===== config.mk =====
export PLATFORM = sky130hd
export DESIGN_NAME = i2c_target
export DESIGN_NICKNAME = d
export VERILOG_FILES = /design/src/rtl/i2c_pkg.sv /design/src/rtl/i2c_sync_edge.sv /design/src/rtl/i2c_target.sv
export SDC_FILE = /design/constraint.sdc
export NUM_CORES = 1
export LEC_CHECK = 0
export ABC_AREA = 1
export CELL_PAD_IN_SITES_DETAIL_PLACEMENT = 1
export CELL_PAD_IN_SITES_GLOBAL_PLACEMENT = 2
export CORE_MARGIN = 3
export CORE_UTILIZATION = 32
export CTS_BUF_LIST = sky130_fd_sc_hd__clkbuf_8 sky130_fd_sc_hd__clkbuf_16
export DETAILED_ROUTE_END_ITERATION = 6
export PLACE_DENSITY_LB_ADDON = 0.1
export SETUP_SLACK_MARGIN = 0.3
export SLEW_MARGIN = 20
export SYNTH_ARGS = -nofsm -noshare
export SYNTH_HDL_FRONTEND = slang
export SYNTH_SLANG_ARGS = --single-unit

===== constraint.sdc =====
create_clock -name clk -period 2 [get_ports clk]
set_input_delay 0.3 -clock clk [delete_from_list [all_inputs] [get_ports clk]]
set_output_delay 0.3 -clock clk [all_outputs]
set_load 0.005 [all_outputs]

===== src/rtl/i2c_pkg.sv =====
// rtl/i2c_pkg.sv - shared types and constants for the I2C target/controller
// Purpose: state encoding for the I2C target FSM, R/W bit polarity and byte width.
// Ports: none (package).
package i2c_pkg;

  localparam int   I2C_BYTE_W  = 8;
  localparam logic I2C_RW_READ = 1'b1;

  typedef enum logic [2:0] {
    ST_IDLE,
    ST_ADDR,
    ST_ACK_ADDR,
    ST_RX_BYTE,
    ST_ACK_RX,
    ST_TX_BYTE,
    ST_WAIT_MACK,
    ST_IGNORE
  } i2c_state_e;

endpackage


===== src/rtl/i2c_sync_edge.sv =====
// rtl/i2c_sync_edge.sv - SCL/SDA synchronizer with edge, START and STOP detection
// Purpose: brings the asynchronous bus lines into clk, then derives bus events
//          from one extra history stage.
// Ports:
//   clk, rst_n         system clock, async active-low reset
//   scl_i, sda_i       raw bus levels
//   sda_s              synchronized SDA level
//   scl_rise, scl_fall one-cycle pulses on synchronized SCL edges
//   start, stop        one-cycle pulses on SDA fall/rise while SCL is high
module i2c_sync_edge (
  input  logic clk,
  input  logic rst_n,
  input  logic scl_i,
  input  logic sda_i,
  output logic sda_s,
  output logic scl_rise,
  output logic scl_fall,
  output logic start,
  output logic stop
);

  // [0],[1]: two-flop synchronizer; [2]: previous synchronized value
  logic [2:0] scl_q;
  logic [2:0] sda_q;

  // Reset to the idle bus level so release never fakes an edge or STOP
  always_ff @(posedge clk or negedge rst_n) begin
    if (!rst_n) begin
      scl_q <= 3'b111;
      sda_q <= 3'b111;
    end else begin
      scl_q <= {scl_q[1:0], scl_i};
      sda_q <= {sda_q[1:0], sda_i};
    end
  end

  assign sda_s    = sda_q[1];
  assign scl_rise =  scl_q[1] & ~scl_q[2];
  assign scl_fall = ~scl_q[1] &  scl_q[2];
  // SCL must be high in both stages so an SCL edge is never mistaken for START/STOP
  assign start    = scl_q[1] & scl_q[2] &  sda_q[2] & ~sda_q[1];
  assign stop     = scl_q[1] & scl_q[2] & ~sda_q[2] &  sda_q[1];

endmodule


===== src/rtl/i2c_target.sv =====
// rtl/i2c_target.sv - I2C target bridging bus transfers to a register port
// Purpose: 7-bit addressed I2C responder; first written byte sets the register
//          pointer, further written bytes strobe wr_en, reads stream rd_data.
// Ports:
//   clk, rst_n        system clock (>= 20x SCL), async active-low reset
//   scl_i, sda_i      bus levels (asynchronous)
//   sda_oe            1 = pull SDA low, 0 = release
//   wr_en/addr/data   one-cycle register write strobe
//   rd_addr, rd_data  read index (= pointer) and combinational register value
//   busy              addressed from match until STOP or mismatching START
module i2c_target
  import i2c_pkg::*;
#(
  parameter  logic [6:0] TARGET_ADDR = 7'h3C,
  parameter  int         NUM_REGS    = 8,
  localparam int         PTR_W       = $clog2(NUM_REGS)
) (
  input  logic                  clk,
  input  logic                  rst_n,
  input  logic                  scl_i,
  input  logic                  sda_i,
  output logic                  sda_oe,
  output logic                  wr_en,
  output logic [PTR_W-1:0]      wr_addr,
  output logic [I2C_BYTE_W-1:0] wr_data,
  output logic [PTR_W-1:0]      rd_addr,
  input  logic [I2C_BYTE_W-1:0] rd_data,
  output logic                  busy
);

  logic sda_s, scl_rise, scl_fall, start, stop;

  i2c_sync_edge u_sync (
    .clk      (clk),
    .rst_n    (rst_n),
    .scl_i    (scl_i),
    .sda_i    (sda_i),
    .sda_s    (sda_s),
    .scl_rise (scl_rise),
    .scl_fall (scl_fall),
    .start    (start),
    .stop     (stop)
  );

  i2c_state_e            state;
  logic [2:0]            bit_cnt;
  logic [I2C_BYTE_W-1:0] shreg;
  logic [PTR_W-1:0]      ptr;
  logic                  first_byte;
  logic                  rw;
  // In ACK states: 0 = waiting for the fall that starts the ACK bit, 1 = driving it.
  // In ST_WAIT_MACK: 1 = controller acked, reload on the next fall.
  logic                  phase;
  logic [I2C_BYTE_W-1:0] rx_byte;

  assign rx_byte = {shreg[I2C_BYTE_W-2:0], sda_s};
  assign rd_addr = ptr;

  always_ff @(posedge clk or negedge rst_n) begin
    if (!rst_n) begin
      state      <= ST_IDLE;
      bit_cnt    <= '0;
      shreg      <= '0;
      ptr        <= '0;
      first_byte <= 1'b0;
      rw         <= 1'b0;
      phase      <= 1'b0;
      sda_oe     <= 1'b0;
      wr_en      <= 1'b0;
      wr_addr    <= '0;
      wr_data    <= '0;
      busy       <= 1'b0;
    end else begin
      wr_en <= 1'b0;
      if (stop) begin
        state  <= ST_IDLE;
        sda_oe <= 1'b0;
        busy   <= 1'b0;
      end else if (start) begin
        // busy is kept: a repeated START to us re-matches, a foreign one clears it
        state   <= ST_ADDR;
        bit_cnt <= '0;
        sda_oe  <= 1'b0;
      end else begin
        case (state)
          ST_IDLE, ST_IGNORE: ;

          ST_ADDR: if (scl_rise) begin
            shreg   <= rx_byte;
            bit_cnt <= bit_cnt + 3'd1;
            if (bit_cnt == 3'd7) begin
              if (rx_byte[7:1] == TARGET_ADDR) begin
                state <= ST_ACK_ADDR;
                busy  <= 1'b1;
                rw    <= rx_byte[0];
                phase <= 1'b0;
              end else begin
                state <= ST_IGNORE;
                busy  <= 1'b0;
              end
            end
          end

          ST_ACK_ADDR: if (scl_fall) begin
            if (!phase) begin
              sda_oe <= 1'b1;
              phase  <= 1'b1;
            end else begin
              phase   <= 1'b0;
              bit_cnt <= '0;
              if (rw == I2C_RW_READ) begin
                // First data bit goes out on the same fall that ends the ACK
                shreg  <= rd_data;
                sda_oe <= ~rd_data[7];
                state  <= ST_TX_BYTE;
              end else begin
                sda_oe     <= 1'b0;
                first_byte <= 1'b1;
                state      <= ST_RX_BYTE;
              end
            end
          end

          ST_RX_BYTE: if (scl_rise) begin
            shreg   <= rx_byte;
            bit_cnt <= bit_cnt + 3'd1;
            if (bit_cnt == 3'd7) begin
              if (first_byte) begin
                ptr        <= rx_byte[PTR_W-1:0];
                first_byte <= 1'b0;
              end else begin
                wr_en   <= 1'b1;
                wr_addr <= ptr;
                wr_data <= rx_byte;
                ptr     <= ptr + 1'b1;
              end
              state <= ST_ACK_RX;
              phase <= 1'b0;
            end
          end

          ST_ACK_RX: if (scl_fall) begin
            if (!phase) begin
              sda_oe <= 1'b1;
              phase  <= 1'b1;
            end else begin
              sda_oe  <= 1'b0;
              phase   <= 1'b0;
              bit_cnt <= '0;
              state   <= ST_RX_BYTE;
            end
          end

          // shreg[7] is the bit on the bus; each fall advances to the next one
          ST_TX_BYTE: if (scl_fall) begin
            if (bit_cnt == 3'd7) begin
              sda_oe <= 1'b0;
              ptr    <= ptr + 1'b1;
              phase  <= 1'b0;
              state  <= ST_WAIT_MACK;
            end else begin
              shreg   <= {shreg[I2C_BYTE_W-2:0], 1'b0};
              sda_oe  <= ~shreg[I2C_BYTE_W-2];
              bit_cnt <= bit_cnt + 3'd1;
            end
          end

          ST_WAIT_MACK: begin
            if (scl_rise) begin
              if (sda_s) state <= ST_IGNORE;
              else       phase <= 1'b1;
            end else if (scl_fall && phase) begin
              shreg   <= rd_data;
              sda_oe  <= ~rd_data[7];
              bit_cnt <= '0;
              phase   <= 1'b0;
              state   <= ST_TX_BYTE;
            end
          end
        endcase
      end
    end
  end

endmodule


Yosys cells after proc, flatten, opt, wreduce, memory -nomap -nowiden
Index checks and enable logic that the tools add are counted.
{ "totals": {"reg_bits": 39, "out_inout_bits": 17} }
{ "op_classes": {"add_sub_neg": 2, "eq_ne": 48, "muxes": 82, "bitwise": 16, "reduce_logical": 23} }
{ "op_table": {"columns": ["cell", "count"], "rows": [
  ["two-way mux 3 bit", 30],
  ["two-way mux 7 bit", 8],
  ["!= test 4 bit (second input constant)", 12],
  ["two-way mux 1 bit", 37],
  ["!= test 2 bit (second input constant)", 14],
  ["one-hot mux 7 bit (4 select lines)", 1],
  ["AND reduction 11 bit", 2],
  ["!= test 3 bit (second input constant)", 6],
  ["one-hot mux 3 bit (6 select lines)", 1],
  ["AND reduction 6 bit", 3],
  ["AND reduction 13 bit", 1],
  ["== test 3 bit (second input constant)", 4],
  ["one-hot mux 3 bit (4 select lines)", 1],
  ["nonzero test 2 bit", 5],
  ["nonzero test 5 bit", 2],
  ["!= test 3 x 1 -> 1 bit (second input constant)", 3],
  ["inverter 1 bit", 9],
  ["AND reduction 9 bit", 1],
  ["AND reduction 8 bit", 1],
  ["nonzero test 8 bit", 1],
  ["bitwise AND 1 bit", 7],
  ["== test 7 x 6 -> 1 bit (second input constant)", 1],
  ["AND reduction 7 bit", 1],
  ["adder 3 x 1 -> 3 bit (second input constant)", 2],
  ["other kinds (14)", 18]
]} }

Depth between registers and ports, before layout
{ "depth": {"ltp_word": 8, "depth_mapped": 12} }

Modules after synthesis
From an unflattened synthesis, not the netlist that was laid out.
{ "hier_totals": {"hier_cells": 292, "area_unflattened_um2": 2250.9} }
{ "by_module_without_submodules": {"columns": ["module", "instances", "cells_each", "area_per_inst_um2", "seq_area_each_um2"], "rows": [
  ["i2c_target", 1, 275, 2052.0, 825.8],
  ["i2c_sync_edge", 1, 17, 198.9, 157.7]
]} }

Worst setup path before layout
No wires, ideal clock.
{ "synth_timing": {"path_kind": "register -> register", "start": "register bit_cnt[0]", "end": "register wr_data[0]", "setup_time_ns": 0.130, "arrival_time_ns": 1.390, "required_ns": 1.870, "slack_ns": 0.480, "path_stages_with_launch": 9, "period_less_slack_ns": 1.520, "cell_sequence": "dfrtp_1 > ha_1 > ha_1 > inv_1 > nor4_4 > inv_1 > buf_2 > nand2_1 > o21ai_0"} }
{ "synth_between": {"elab_chain_cells": 2} }
{ "synth_rtl": {"columns": ["element", "line", "text"], "rows": [
  ["start, declared", "i2c_target.sv:46", "logic [2:0] bit_cnt;"],
  ["start signal, assigned", "i2c_target.sv:90", "bit_cnt <= bit_cnt + 3'd1;"],
  ["start signal, assigned", "i2c_target.sv:126", "bit_cnt <= bit_cnt + 3'd1;"],
  ["start signal, assigned", "i2c_target.sv:164", "bit_cnt <= bit_cnt + 3'd1;"],
  ["== test 3 bit", "i2c_target.sv:127", "if (bit_cnt == 3'd7) begin"],
  ["AND reduction 6 bit (no line)", null, null],
  ["end signal, assigned", "i2c_target.sv:134", "wr_data <= rx_byte;"],
  ["end, declared", "i2c_target.sv:25", "output logic [I2C_BYTE_W-1:0] wr_data,"]
]} }
Every way passes these cells.
A chain may end at the register's enable or synchronous reset.

Final worst setup path
{ "layout_timing": {"start": "register u_sync.scl_q[1]", "end": "register state[0]"} }
{ "layout_between": {"elab_chain_cells": 5, "elab_cells_between_ends": 27} }
{ "layout_rtl": {"columns": ["element", "line", "text"], "rows": [
  ["start, declared", "i2c_sync_edge.sv:23", "logic [2:0] scl_q;"],
  ["start signal, assigned", "i2c_sync_edge.sv:32", "scl_q <= {scl_q[1:0], scl_i};"],
  ["bitwise AND 1 bit (tied with other cells)", "i2c_sync_edge.sv:41, i2c_sync_edge.sv:42", null],
  ["bitwise AND 1 bit (tied with other cells) (2 in a row)", "i2c_sync_edge.sv:41", "assign start = scl_q[1] & scl_q[2] & sda_q[2] & ~sda_q[1];"],
  ["!= test 5 x 4 -> 1 bit (no line) (tied with other cells)", null, null],
  ["AND reduction 13 bit (no line) or two-way mux 3 bit (tied branches)", null, null],
  ["end signal, assigned", "i2c_target.sv:61", "state <= ST_IDLE;"],
  ["end signal, assigned", "i2c_target.sv:76", "state <= ST_IDLE;"],
  ["end signal, assigned", "i2c_target.sv:81", "state <= ST_ADDR;"],
  ["end, declared", "i2c_target.sv:45", "i2c_state_e state;"]
]} }
Several ways; a longest one is shown, not always the timed one.

==> impl_metrics.toml <==
[logic_synthesis]
syn_inst = 298
synthTopCellsByArea = "dfrtp_1 36%, nand2_1 16%, dfstp_2 6.9%"
ys_seq_area_share_pct = 42.9
synth_top_cell_area_share_pct = 36.0
mappedNetlistNets = 313
synth_cell_types = 30
syn_area_mm2 = 0.00229
synth_largest_area_cell = "dfrtp_1"
synth_area_per_cell_um2 = 7.69
yosysWarningCount = 0
synth-seq-cells = 39

[power]
p_leak_nw = 1.53
peakVddDrop_uv = 508
p_per_area_mw_per_mm2 = 1340

[layout]
final_net_count = 373
fillers = 841
instances_no_fill = 455
n_antenna_cell = 0
synthToLayoutAreaGrowth_pct = 36.0
drive_above_1_share_pct = 29.5

[global_routing]
grtUsageTotal_pct = 16.6
grt_pass1_vias = 2110
antenna_found_initial = 0
grt_max_degree = 40
grt_overflow = 0
grt_pass1_wl_um = 10800

[timing]
finalHoldViolCount = 0
fin_crit_sh_pct = 84.6
fmax_ghz = 0.591
slew_viol_final = 0
fin_crit_ps = 1690
rsz0062_at_grt = "true"
relSlewSlack_pct = 65.8
finalClockSkew_ps = 6.27
finalSetupViolCount = 0
tightest_slew_ps = 512
final.setup.tns_ps = 0

[clock_network]
clockBufferDepth = 2
numCtsBuffers = 5
hold_buffers = 0
clk_latency_ps = 300
root_buffer = "clkbuf_8"
numClockSinks = 39
clk_pin_slew_ps = 80
cts_tree = "built"
h-tree-depth = 2

[critical_path]
worstPathRequired_ps = 2190
start_kind = "register"
path_class = "register to register"
critPathCaptureType = "register"
worstPathMaxFanout = 4
arrival_ps = 1880

[placed_design]
place_inst = 421
gp_congestion = 0.852
portBuffers = 28
dp.final_hpwl_um = 4670

[drt]
vias_per_cell = 4.65
drc = 0
firstDrtPassIters = 4
drt_wl_total_um = 6710
final_antenna_net_count = 0
drt_iter0_drc = 66
via_count = 2116
routedWlPerCell_um = 14.7

[floorplanning]
fp.dieH_um = 90.6
row_count = 30
initial_core_util_pct = 33.4
core_mm2 = 0.00687
pin_count = 29
fp.dieW_um = 90.6
die_area_mm2 = 0.00821

[status]
outcome = "finished, final reports clean"

[flow_run]
drv_cap = 0

[worst_hold_path]
hold_path_class = "input pin to async pin"
[placed cells by master (no fill, tap or decap), types with 6 or more instances in the layout]
master           Yosys  routed
a21oi_1              7       6
buf_4                0      26
clkbuf_8             0       6
clkdlybuf4s50_1      0      27
dfrtp_1             33      30
dfstp_2              6       6
inv_1               31      29
nand2_1             95      85
nand2_2              6      13
nand2_4              2       6
nand3_1             20      19
nor2_1              22      19
nor2_4               4       7
o21ai_0             30      26
o21ai_2              7       7
[registers in the layout, summed over array words and instances, names as in the netlist, 3 cells and up]
register and count:
wr_addr 3, state 3, shreg 7, wr_data 8, u_sync.scl_q 3, bit_cnt 3, u_sync.sda_q 3, rd_addr 3
[stage by stage]
step	util (%)	power [mW]	area, µm²	hold WS, ps	worst slack, ps
finish	45.4	4.18	3120	46.6	307
global route	45.4	4.57	3120	92.6	198
CTS	41.9	3.80	2880	74.6	282
detailed placement	38.9	3.14	2670	347	36.3
global placement	38.9	3.12	2670	349	21.8
floorplan	-	2.68	2290	4.41	480
[worst max-delay path: stages, from the launching register on]
cell     delay (ps)
dfstp_2         610
buf_12          120
nand4_4         100
buf_6           150
nand4_1         150
nand2_2         100
nor2_4          160
nand2_2          90
nand2_1          60
nand2_1          50
[cells in the mapped netlist, drive strengths merged]
cell    number
nand2      103
inv         38
o21ai       37
dfrtp       33
nor2        30
nand3       21
a21oi        9
buf          6
dfstp        6
nand4        5
ha           3
a211oi       1
a31oi        1
clkbuf       1
nand3b       1
nor3         1
nor4         1
xor2         1
[final timing paths]
path | startpoint | endpoint | slack [ps] | cells after the start
min in group clk | u_sync.scl_q[0]$_DFF_PN1_ | u_sync.scl_q[1]$_DFF_PN1_ | 360 | 0
worst min-delay path | rst_n | wr_data[0]$_DFFE_PN0P_ | 50 | 2
worst max register to register | u_sync.scl_q[1]$_DFF_PN1_ | state[0]$_DFFE_PN0P_ | 310 | 9
max in group asynchronous | rst_n | u_sync.sda_q[0]$_DFF_PN1_ | 1570 | 2
worst max-delay path | u_sync.scl_q[1]$_DFF_PN1_ | state[0]$_DFFE_PN0P_ | 310 | 9
worst min register to register | u_sync.scl_q[0]$_DFF_PN1_ | u_sync.scl_q[1]$_DFF_PN1_ | 360 | 0
[routing by layer]
metal  GRT usage, %  share of wire [%]  vias to the layer above
li1               -                  -                     1066
met1           23.0                 50                     1011
met2           26.3                 46                       33
met3           2.83                2.8                        6
met4           4.97                1.2                        0
met5              0                  0                        -
[timing repair]
| item | 4_1_cts | 5_1_grt |
|---|---|---|
| gates resized for setup | 14 | 27 |
| setup buffers | 6 | 18 |
| pin swaps | 3 | 14 |
| endpoints found under the setup margin | 25 | 30 |
| gates cloned | 1 | 1 |
[where the power goes]
group / internal, mW / total, mW / switching [mW] / leakage [nW]
clock: 0.282 / 0.590 / 0.308 / 0.0516
combinational: 0.905 / 2.41 / 1.51 / 0.981
sequential: 0.979 / 1.18 / 0.199 / 0.495
total: 2.17 / 4.18 / 2.01 / 1.53
[kinds of logic after synthesis]
group                      count (synthesis)  share of synthesized area, %
and+or+nand+nor                          162                          33.8
adders and majority gates                  3                          1.64
DFF                                       39                          42.9
AOI/OAI and AO/OA                         48                          12.1
xor gates and xnor gates                   1                         0.382
buffers and inverters                     45                          9.17
[final cells by class]
cell class                      count  area (µm²)  share of cell area, %
Multi-Input combinational cell    215        1220                   39.0
Sequential cell                    39         987                   31.7
Timing Repair Buffer               58         533                   17.1
Inverter                           38         156                   5.02
Tap cell                           96         120                   3.85
Clock buffer                        6        82.6                   2.65
Clock inverter                      2        13.8                  0.442
Timing Repair inverter              1        7.51                  0.241
No activity file was read; power rests on OpenSTA's default activity.
